--- config.mk ---
export PLATFORM = sky130hd
export DESIGN_NAME = axil_master_bridge
export DESIGN_NICKNAME = d
export VERILOG_FILES = /design/src/rtl/axil_pkg.sv /design/src/rtl/axil_master_bridge.sv
export SDC_FILE = /design/constraint.sdc
export NUM_CORES = 1
export LEC_CHECK = 0
export CAP_MARGIN = 5
export CORE_UTILIZATION = 42
export CTS_CLUSTER_DIAMETER = 80
export DETAILED_ROUTE_END_ITERATION = 7
export PLACE_DENSITY = 0.87
export SYNTH_ARGS = -nofsm -noshare
export SYNTH_HDL_FRONTEND = slang
export SYNTH_SLANG_ARGS = --single-unit
--- constraint.sdc ---
create_clock -name aclk -period 8.1 [get_ports aclk]
set_clock_uncertainty 0.2 [all_clocks]
set_input_delay 1.62 -clock aclk [delete_from_list [all_inputs] [get_ports aclk]]
set_output_delay 1.62 -clock aclk [all_outputs]
set_load 0.005 [all_outputs]
--- src/rtl/axil_pkg.sv ---
// Shared AXI-Lite constants and the bridge state encoding.
package axil_pkg;

   localparam logic [1:0] RESP_OKAY   = 2'b00;
   localparam logic [1:0] RESP_EXOKAY = 2'b01;
   localparam logic [1:0] RESP_SLVERR = 2'b10;
   localparam logic [1:0] RESP_DECERR = 2'b11;

   localparam logic [2:0] PROT_DEFAULT = 3'b000;

   typedef enum logic [2:0] {
      IDLE,
      WRITE,
      WAIT_B,
      READ,
      WAIT_R,
      RESP
   } state_t;

endpackage

--- src/rtl/axil_master_bridge.sv ---
// Single-outstanding AXI-Lite initiator for the core's native memory port.
// Define AXIL_TIMEOUT_EN to add a watchdog that completes stuck transactions with an error.
module axil_master_bridge
   import axil_pkg::*;
#(
   parameter int ADDR_WIDTH     = 32,
   parameter int DATA_WIDTH     = 32,
   parameter int STRB_WIDTH     = DATA_WIDTH / 8,
   parameter int TIMEOUT_CYCLES = 1024
) (
   input  logic                  aclk,
   input  logic                  areset,
   input  logic                  mem_valid,
   input  logic [ADDR_WIDTH-1:0] mem_addr,
   input  logic [DATA_WIDTH-1:0] mem_wdata,
   input  logic [STRB_WIDTH-1:0] mem_wstrb,
   output logic                  mem_ready,
   output logic [DATA_WIDTH-1:0] mem_rdata,
   output logic                  mem_error,
   output logic [ADDR_WIDTH-1:0] m_axil_awaddr,
   output logic [2:0]            m_axil_awprot,
   output logic                  m_axil_awvalid,
   input  logic                  m_axil_awready,
   output logic [DATA_WIDTH-1:0] m_axil_wdata,
   output logic [STRB_WIDTH-1:0] m_axil_wstrb,
   output logic                  m_axil_wvalid,
   input  logic                  m_axil_wready,
   input  logic [1:0]            m_axil_bresp,
   input  logic                  m_axil_bvalid,
   output logic                  m_axil_bready,
   output logic [ADDR_WIDTH-1:0] m_axil_araddr,
   output logic [2:0]            m_axil_arprot,
   output logic                  m_axil_arvalid,
   input  logic                  m_axil_arready,
   input  logic [DATA_WIDTH-1:0] m_axil_rdata,
   input  logic [1:0]            m_axil_rresp,
   input  logic                  m_axil_rvalid,
   output logic                  m_axil_rready
);

   state_t                state;
   logic [ADDR_WIDTH-1:0] addr_q;
   logic [DATA_WIDTH-1:0] wdata_q;
   logic [STRB_WIDTH-1:0] wstrb_q;
   logic                  aw_done, w_done;
   logic                  aw_hs, w_hs;

   assign aw_hs = m_axil_awvalid && m_axil_awready;
   assign w_hs  = m_axil_wvalid && m_axil_wready;

   assign m_axil_awaddr = addr_q;
   assign m_axil_araddr = addr_q;
   assign m_axil_wdata  = wdata_q;
   assign m_axil_wstrb  = wstrb_q;
   assign m_axil_awprot = PROT_DEFAULT;
   assign m_axil_arprot = PROT_DEFAULT;

`ifdef AXIL_TIMEOUT_EN
   logic [15:0] tmo_cnt;
   logic        busy, tmo_hit;
   assign busy    = (state == WRITE) || (state == WAIT_B) || (state == READ) || (state == WAIT_R);
   // Fires on the edge where the busy-cycle count reaches TIMEOUT_CYCLES-1.
   assign tmo_hit = busy && ((tmo_cnt + 16'd1) == 16'(TIMEOUT_CYCLES - 1));
`endif

   always_ff @(posedge aclk or posedge areset) begin
      if (areset) begin
         state          <= IDLE;
         addr_q         <= '0;
         wdata_q        <= '0;
         wstrb_q        <= '0;
         aw_done        <= 1'b0;
         w_done         <= 1'b0;
         m_axil_awvalid <= 1'b0;
         m_axil_wvalid  <= 1'b0;
         m_axil_bready  <= 1'b0;
         m_axil_arvalid <= 1'b0;
         m_axil_rready  <= 1'b0;
         mem_ready      <= 1'b0;
         mem_rdata      <= '0;
         mem_error      <= 1'b0;
`ifdef AXIL_TIMEOUT_EN
         tmo_cnt        <= '0;
`endif
      end else begin
         case (state)
            IDLE: begin
               if (mem_valid) begin
                  addr_q  <= mem_addr;
                  wdata_q <= mem_wdata;
                  wstrb_q <= mem_wstrb;
                  aw_done <= 1'b0;
                  w_done  <= 1'b0;
                  if (mem_wstrb != '0) begin
                     m_axil_awvalid <= 1'b1;
                     m_axil_wvalid  <= 1'b1;
                     state          <= WRITE;
                  end else begin
                     m_axil_arvalid <= 1'b1;
                     state          <= READ;
                  end
               end
            end
            WRITE: begin
               if (aw_hs) begin
                  m_axil_awvalid <= 1'b0;
                  aw_done        <= 1'b1;
               end
               if (w_hs) begin
                  m_axil_wvalid <= 1'b0;
                  w_done        <= 1'b1;
               end
               if ((aw_done || aw_hs) && (w_done || w_hs)) begin
                  m_axil_bready <= 1'b1;
                  state         <= WAIT_B;
               end
            end
            WAIT_B: begin
               // bvalid is only honoured here; a slave may hold it high permanently.
               if (m_axil_bvalid) begin
                  m_axil_bready <= 1'b0;
                  mem_error     <= (m_axil_bresp != RESP_OKAY);
                  mem_rdata     <= '0;
                  mem_ready     <= 1'b1;
                  state         <= RESP;
               end
            end
            READ: begin
               if (m_axil_arready) begin
                  m_axil_arvalid <= 1'b0;
                  m_axil_rready  <= 1'b1;
                  state          <= WAIT_R;
               end
            end
            WAIT_R: begin
               if (m_axil_rvalid) begin
                  m_axil_rready <= 1'b0;
                  mem_error     <= (m_axil_rresp != RESP_OKAY);
                  mem_rdata     <= m_axil_rdata;
                  mem_ready     <= 1'b1;
                  state         <= RESP;
               end
            end
            RESP: begin
               mem_ready <= 1'b0;
               state     <= IDLE;
            end
            default: state <= IDLE;
         endcase

`ifdef AXIL_TIMEOUT_EN
         if (state == IDLE) tmo_cnt <= '0;
         else if (busy)     tmo_cnt <= tmo_cnt + 16'd1;
         // Abandon the bus side; any late B/R is left unconsumed.
         if (tmo_hit) begin
            m_axil_awvalid <= 1'b0;
            m_axil_wvalid  <= 1'b0;
            m_axil_bready  <= 1'b0;
            m_axil_arvalid <= 1'b0;
            m_axil_rready  <= 1'b0;
            mem_error      <= 1'b1;
            mem_rdata      <= '1;
            mem_ready      <= 1'b1;
            state          <= RESP;
         end
`endif
      end
   end

endmodule

; ---- Word-level counts from Yosys, hierarchy flattened
; Cells that the tools add are included.
[totals]
regBits = 112
[classes]
n_eq_ne = 14
mux = 37
reduce_logical = 26
[ops]
columns = op, n
row1 = 2-to-1 mux 32 bit, 2
row2 = one-hot mux 32 bit (2 select lines), 1
row3 = 2-to-1 mux 1 bit, 18
row4 = "!= test 2 bit, second input constant", 9
row5 = AND reduction 3 bit, 6
row6 = one-hot mux 1 bit (2 select lines), 8
row7 = 2-to-1 mux 3 bit, 5
row8 = one-hot mux 3 bit (5 select lines), 1
row9 = nonzero test 2 bit, 7
row10 = AND reduction 4 bit, 3
row11 = "== test 3 x 2 -> 1 bit, second input constant", 2
row12 = "== test 3 bit, second input constant", 2
row13 = AND reduction 5 bit, 1
row14 = nonzero test 4 bit, 1
row15 = "== test 3 x 1 -> 1 bit, second input constant", 1
row16 = logical AND 1 bit, 3
row17 = logical NOT 3 bit, 1
row18 = one-hot mux 1 bit (3 select lines), 1
row19 = nonzero test 3 bit, 1
row20 = logical OR 1 bit, 2
row21 = 2-to-1 mux 2 bit, 1
row22 = AND reduction 2 bit, 1

; ---- Depth between registers and ports, before layout
; Gate-level depths: netlist of run 1.
[logic_depth]
ltp_word = 5
mapped_depth = 6
mapped_depth_nobuf = 4

; ---- Worst setup path before layout of run 1
; Ideal clock, no wire load.
[synth_timing]
path_kind = input port to flip-flop
startpoint = input mem_valid
endpoint = register wdata_q[0] (netlist: m_axil_wdata[0])
setup_time_ps = 125
arrival_ps = 2754
slack_ps = 5021
path_stages = 5
path_cell_list = or3b_4 nor2_4 buf_6 buf_8 mux2_2
[synth_via]
elab_chain_len = 1
[synth_lines]
columns = element, line
row1 = "start, declared", axil_master_bridge.sv:13  ; input logic mem_valid,
row2 = AND reduction 2 bit (no source line), --
row3 = "end signal, assigned", axil_master_bridge.sv:90  ; wdata_q <= mem_wdata;
row4 = "end, declared", axil_master_bridge.sv:43  ; logic [DATA_WIDTH-1:0] wdata_q;
; No other way between the ends.
; A chain may end at the register's enable or synchronous reset.

; ---- Worst setup path after layout of run 1
[layout_timing]
startpoint = input mem_valid
endpoint = register wdata_q[7] (netlist: m_axil_wdata[7])
; The elaborated chain is that of the path after synthesis.

==> impl_metrics.json, run 1 <==
{
  "result_of_the_run": "finished clean",
  "power_frac_seq": 0.396,
  "cts_sinks": 112,
  "drt-total-wl_um": 11500,
  "min_path_cells": 2,
  "crit_path_start_kind": "input pin",
  "p_clk_frac": 0.140,
  "critical_path.max_fanout": 55,
  "most_common_library_cells_after_synthesis": "sky130_fd_sc_hd__dfrtp_1, sky130_fd_sc_hd__mux2_2, sky130_fd_sc_hd__buf_4, sky130_fd_sc_hd__a22o_1, sky130_fd_sc_hd__nand2_1",
  "yosys_register_bits": 112,
  "tritoncts": "yes",
  "core_area_mm2": 0.0105,
  "cp.arrival_ns": 4.00,
  "fmax_mhz": 252,
  "timing_hold_violations_final": 0,
  "grt_pass1_wl_um": 18100,
  "dr.first_iter.drc_count": 138,
  "post_cts.repair.setup_buffers": 0,
  "drtPass1Iterations": 4,
  "power.internal_mw": 1.83,
  "cell_area_after_layout_mm2": 0.00714,
  "clockBufferDepth": 2,
  "layout_min_cycle_time_ns": 3.97,
  "wp_data_required_ns": 8.13,
  "buffer_ports.inserted": 250,
  "ir_drop_mv": 0.165,
  "timing_max_transition_violations_final": 0,
  "num_rows": 37,
  "cts.htree.levels": 3,
  "power.share.combinational": 0.464,
  "cts.repair.resized": 0,
  "syn_area_per_cell_um2": 13.9,
  "clock_latency_ns": 0.35,
  "setup.worst_path.start": "mem_valid",
  "final_instance_count_without_filler_cells": 683,
  "antenna_cells_inserted": 0,
  "timing.max_cap.violations": 0,
  "total_power_mw": 2.56,
  "finalSetupViolations": 0,
  "grt_max_degree": 74,
  "cell_count_of_the_worst_reg_to_reg_path": 4,
  "area_growth_pct": 55.4,
  "fin_worst_hold_slack_ns": 0.286,
  "grt_antenna_before_repair": 0,
  "final_antenna_net_count": 0,
  "rsz0062_at_grt": "no",
  "yosys.cell_types.count": 29,
  "tritoncts.num_buffers": 9,
  "number_of_enable_flip_flop_cells_after_synthesis": 0,
  "dp_slack_ns": 3.79,
  "post-place-cells": 668,
  "reg2reg_slack_ns": 5.29,
  "totalNegativeSetupSlack_ns": 0,
  "r2r_end": "m_axil_wdata[7]",
  "dpl-instance-area_mm2": 0.00692,
  "globalRouteOverflowTotal": 0,
  "ys.flop_type": "sky130_fd_sc_hd__dfrtp_1",
  "min_from": "mem_error",
  "final_min_period_over_clock_period": 0.490,
  "ys_async_sr_fraction": 1.00,
  "worst_setup_hold_path_clk_slew_ns": 0.09,
  "layout.nets": 655,
  "synth-seq-area-share": 0.610,
  "first_global_vias": 3492,
  "hold_buffers": 0,
  "route.detailed.vias_per_inst": 4.99,
  "dieHeight_um": 107,
  "post_drt_wl_per_cell_um": 16.8,
  "drive_above_1_share": 0.166,
  "sw_frac_of_total": 0.283,
  "initial_core_util": 0.439,
  "most_common_cell_in_the_synthesized_netlist": "sky130_fd_sc_hd__dfrtp_1",
  "synthesis.area_mm2": 0.00459,
  "yosysTopAreaCell": "sky130_fd_sc_hd__dfrtp_1",
  "endpoint_kind": "register",
  "ys_warn_count": 0,
  "switching_power_mw": 0.725,
  "worst_slew_margin_rel": 0.324,
  "critical_path_class": "in2reg",
  "floorplan.io_pins": 257,
  "finish.utilization": 0.682,
  "synth_top_area_frac": 0.610,
  "hold_path_end": "mem_error",
  "place.detailed.hpwl_um": 8810,
  "worst_pin_slew_ns": 1.01,
  "synthTopCellsByArea": "sky130_fd_sc_hd__dfrtp_1, sky130_fd_sc_hd__mux2_2, sky130_fd_sc_hd__buf_4, sky130_fd_sc_hd__a22o_1, sky130_fd_sc_hd__nand2_1",
  "all_layer_gr_usage": 0.207,
  "gp_congestion": 0.814,
  "timing.hold.worst.class": "reg2reg",
  "cellPowerDensity_mw_per_mm2": 358,
  "floorplan.die.width_um": 107,
  "detail_route.drc_violations": 0,
  "via_count": 3408,
  "crit-reg2reg-launch": "state[1]",
  "power.leakage_nw": 2.99,
  "postLayoutSetupSlackWorst_ns": 4.13,
  "synthesized_instance_count": 330,
  "clk_tree_root_cell": "sky130_fd_sc_hd__clkbuf_8",
  "die-area_mm2": 0.0114
}
critical path, cell delays in order:
cell                              delay (ns)
sky130_fd_sc_hd__clkdlybuf4s50_1        0.50
sky130_fd_sc_hd__or3b_4                 0.43
sky130_fd_sc_hd__nor2_4                 0.35
sky130_fd_sc_hd__buf_4                  0.64
sky130_fd_sc_hd__mux2_2                 0.42
flip-flops by register name, indices dropped and copies added (netlist names):
name            count
m_axil_wstrb        4
m_axil_wvalid       1
m_axil_bready       1
m_axil_wdata       32
m_axil_araddr      32
mem_ready           1
w_done              1
mem_rdata          32
m_axil_arvalid      1
state               3
aw_done             1
mem_error           1
m_axil_awvalid      1
m_axil_rready       1
layer usage:
layer  part of all wire  vias to the layer above  global-route usage
met5                  0                        -                   0
met4              0.011                        0              0.0568
met3              0.073                        9              0.0456
met2               0.54                      167               0.375
met1               0.38                     1679               0.245
li1                   -                     1553                   -
kinds of logic (layout without fill, tap and decap cells):
| kind of cell | count (synthesis) | in the layout | share of synthesized area |
|---|---|---|---|
| compound gates | 56 | 56 | 0.0931 |
| buf+inv | 60 | 272 | 0.0893 |
| flops | 112 | 112 | 0.610 |
| mux | 69 | 69 | 0.172 |
| other cells | 1 | 6 | 0.000816 |
| simple gates | 32 | 32 | 0.0351 |
layout by cell type (no fill, tap or decap), types with 2 or more instances in the layout:
master / netlist / routed
sky130_fd_sc_hd__nand2_1: 12 / 12
sky130_fd_sc_hd__mux2_2: 68 / 68
sky130_fd_sc_hd__o21ai_0: 6 / 6
sky130_fd_sc_hd__clkdlybuf4s50_1: 0 / 250
sky130_fd_sc_hd__nor2b_1: 3 / 3
sky130_fd_sc_hd__dfrtp_1: 112 / 112
sky130_fd_sc_hd__buf_4: 43 / 3
sky130_fd_sc_hd__a22o_1: 33 / 33
sky130_fd_sc_hd__a21oi_1: 7 / 7
sky130_fd_sc_hd__nor2_1: 8 / 8
sky130_fd_sc_hd__inv_1: 4 / 3
sky130_fd_sc_hd__bufinv_16: 0 / 2
sky130_fd_sc_hd__clkbuf_8: 0 / 10
sky130_fd_sc_hd__conb_1: 1 / 6
sky130_fd_sc_hd__nand3b_1: 3 / 3
sky130_fd_sc_hd__a31oi_1: 4 / 4
power by group through the flow:
stage                     Sequential (mW)  Combinational, mW  Clock [mW]
after floorplan                     0.994              0.535           0
final                                1.01               1.19       0.358
after global placement               1.01               1.16           0
after global routing                 1.05               1.27       0.391
after detailed placement             1.02               1.20           0
after CTS                            1.02               1.20       0.368
cell type report:
type,instances,area (um2)
fillers,791,3320
flip-flops and latches,112,2800
repair buffers,253,2520
multi-input cells,163,1410
well taps,136,170
clock buffers,10,138
clock inverters,5,81.3
inverters,4,17.5
worst max-delay path by stage:
| stage | endpoint | slack (ns) | cells past startpoint |
|---|---|---|---|
| floorplan | aw_done | 3.32 | 1 |
| global placement | m_axil_wdata[7] | 3.86 | 5 |
| detailed placement | m_axil_wdata[10] | 3.79 | 5 |
| CTS | m_axil_wdata[7] | 4.16 | 5 |
| global route | m_axil_wdata[10] | 4.03 | 5 |
| finish | m_axil_wdata[7] | 4.13 | 5 |
Note: power is estimated with default switching activity, not from simulation.
==> run 2: changes to the inputs <==
--- a/config.mk
+++ b/config.mk
@@ -6,10 +6,10 @@
 export NUM_CORES = 1
 export LEC_CHECK = 0
 export CAP_MARGIN = 5
-export CORE_UTILIZATION = 42
+export CORE_UTILIZATION = 39
 export CTS_CLUSTER_DIAMETER = 80
 export DETAILED_ROUTE_END_ITERATION = 7
-export PLACE_DENSITY = 0.87
+export PLACE_DENSITY = 0.81
 export SYNTH_ARGS = -nofsm -noshare
 export SYNTH_HDL_FRONTEND = slang
 export SYNTH_SLANG_ARGS = --single-unit
==> constraint.sdc (replaced) <==
create_clock -name aclk -period 3.7 [get_ports aclk]
set_clock_uncertainty 0.2 [all_clocks]
set_input_delay 0.74 -clock aclk [delete_from_list [all_inputs] [get_ports aclk]]
set_output_delay 0.74 -clock aclk [all_outputs]
set_load 0.005 [all_outputs]
==> run 2 against run 1 <==
Compared with the run above:
- critical path depth is the same
- worst hold slack improved by 0.0022 ns
- first-iteration DRC count grew 32%
- critical path type unchanged
- highest routed layer unchanged
- largest cell class unchanged
==> impl_metrics.json, run 2 (same netlist as run 1, synthesis figures left out) <==
{
  "detail_route.drc_violations": 0,
  "crit_path_start_kind": "input pin",
  "postLayoutSetupSlackWorst_ns": 1.11,
  "critical_path_class": "in2reg",
  "final_cell_mix": "sky130_fd_sc_hd__clkdlybuf4s50_1, sky130_fd_sc_hd__dfrtp_1, sky130_fd_sc_hd__mux2_2",
  "grt_pass1_wl_um": 18500,
  "cts_sinks": 112,
  "timing.max_cap.violations": 0,
  "routed-wl-met2_um": 5980,
  "antenna_cells_inserted": 0,
  "timing_hold_violations_final": 0,
  "layout.nets": 657,
  "gp_congestion": 0.852,
  "core_area_mm2": 0.0115,
  "area_growth_pct": 57.6,
  "post_cts.repair.setup_buffers": 0,
  "drive_above_1_share": 0.165,
  "min_path_cells": 2,
  "place.detailed.hpwl_um": 8390,
  "sw_frac_of_total": 0.275,
  "worst_pin_slew_ns": 0.606,
  "grt_antenna_before_repair": 0,
  "floorplan.die.width_um": 111,
  "finalSetupViolations": 0,
  "ir_drop_mv": 0.390,
  "tritoncts.num_buffers": 9,
  "hold_path_end": "mem_error",
  "p_clk_frac": 0.161,
  "endpoint_kind": "register",
  "fin_worst_hold_slack_ns": 0.288,
  "worst_setup_hold_path_clk_slew_ns": 0.07,
  "cts.repair.resized": 0,
  "totalNegativeSetupSlack_ns": 0,
  "cp.arrival_ns": 2.61,
  "floorplan.io_pins": 257,
  "power_frac_seq": 0.384,
  "drt-met1-wl_um": 4480,
  "final_common_cell": "sky130_fd_sc_hd__clkdlybuf4s50_1",
  "hold_buffers": 0,
  "buffer_ports.inserted": 250,
  "reg2reg_slack_ns": 1.42,
  "drt-total-wl_um": 11300,
  "clock_latency_ns": 0.33,
  "power.share.combinational": 0.455,
  "met3WireLength_um": 594,
  "all_layer_gr_usage": 0.188,
  "dp_slack_ns": 0.731,
  "timing_max_transition_violations_final": 0,
  "first_global_vias": 3611,
  "clk_tree_root_cell": "sky130_fd_sc_hd__clkbuf_16",
  "fmax_mhz": 385,
  "power.leakage_nw": 3.03,
  "initial_core_util": 0.401,
  "route.detailed.vias_per_inst": 4.94,
  "dr.first_iter.drc_count": 182,
  "final_instance_count_without_filler_cells": 693,
  "worst_slew_margin_rel": 0.596,
  "wp_data_required_ns": 3.71,
  "r2r_end": "m_axil_araddr[3]",
  "rsz0062_at_grt": "no",
  "critical_path.max_fanout": 38,
  "highest_layer": "met4",
  "cellPowerDensity_mw_per_mm2": 791,
  "cts.htree.levels": 3,
  "power.internal_mw": 4.15,
  "tritoncts": "yes",
  "final_min_period_over_clock_period": 0.701,
  "die-area_mm2": 0.0122,
  "result_of_the_run": "finished clean",
  "num_rows": 39,
  "switching_power_mw": 1.58,
  "post_drt_wl_per_cell_um": 16.3,
  "drtPass1Iterations": 4,
  "timing.hold.worst.class": "reg2reg",
  "final_antenna_net_count": 0,
  "globalRouteOverflowTotal": 0,
  "post-place-cells": 677,
  "via_count": 3421,
  "cell_count_of_the_worst_reg_to_reg_path": 4,
  "crit-reg2reg-launch": "state[1]",
  "clockBufferDepth": 2,
  "dieHeight_um": 111,
  "min_from": "mem_error",
  "layout_min_cycle_time_ns": 2.59,
  "grt_max_degree": 113
}
## run 2: changes by cell type in the layout (fill, tap and decap cells not counted)
cell and change:
sky130_fd_sc_hd__inv_4 -1, sky130_fd_sc_hd__clkbuf_16 +9, sky130_fd_sc_hd__bufinv_16 -1, sky130_fd_sc_hd__clkbuf_8 -10
sky130_fd_sc_hd__clkinv_4 -1, sky130_fd_sc_hd__buf_4 +1, sky130_fd_sc_hd__clkbuf_1 +3, sky130_fd_sc_hd__clkinv_2 +2
sky130_fd_sc_hd__buf_12 +1
## run 2: area by class of cell
type | instances | area (um2)
clock buffer | 12 | 236
clock inverter | 4 | 45.0
fill | 920 | 4230
inverter | 4 | 18.8
multi-input combinational | 163 | 1410
sequential | 112 | 2800
tap | 143 | 179
timing repair buffer | 255 | 2550
## run 2: how the worst max path moves through the flow
stage	depth (start not counted)	endpoint	from
floorplan	1	aw_done	areset
global placement	5	m_axil_araddr[4]	mem_valid
detailed placement	5	m_axil_wdata[12]	mem_valid
CTS	5	m_axil_araddr[3]	mem_valid
global route	5	m_axil_wdata[27]	mem_valid
finish	5	m_axil_araddr[3]	mem_valid
## run 2: power groups by stage
| stage | logic (mW) | clock network, mW | registers (mW) |
|---|---|---|---|
| 6_report | 2.61 | 0.924 | 2.20 |
| 5_1_grt | 2.78 | 0.994 | 2.29 |
| 4_1_cts | 2.65 | 0.955 | 2.21 |
| 3_5_place_dp | 2.63 | 0 | 2.23 |
| 3_3_place_gp | 2.58 | 0 | 2.18 |
| 2_1_floorplan | 1.17 | 0 | 2.18 |
## run 2: through the flow
step | total power [mW] | util | area (um2)
CTS | 5.81 | 0.631 | 7240
finish | 5.73 | 0.631 | 7240
global route | 6.07 | 0.631 | 7240
detailed placement | 4.86 | 0.607 | 6960
floorplan | 3.35 | - | 4620
global placement | 4.76 | 0.607 | 6960
## run 2: critical path: stages
cell	delay, ns
sky130_fd_sc_hd__clkdlybuf4s50_1	0.50
sky130_fd_sc_hd__or3b_4	0.43
sky130_fd_sc_hd__nor2_4	0.10
sky130_fd_sc_hd__buf_4	0.42
sky130_fd_sc_hd__mux2_2	0.40
## run 2: routing by layer
| metal | vias to the layer above | global-route usage |
|---|---|---|
| met5 | - | 0 |
| met4 | 0 | 0.0684 |
| met3 | 20 | 0.0390 |
| met2 | 145 | 0.337 |
| met1 | 1696 | 0.222 |
| li1 | 1560 | - |
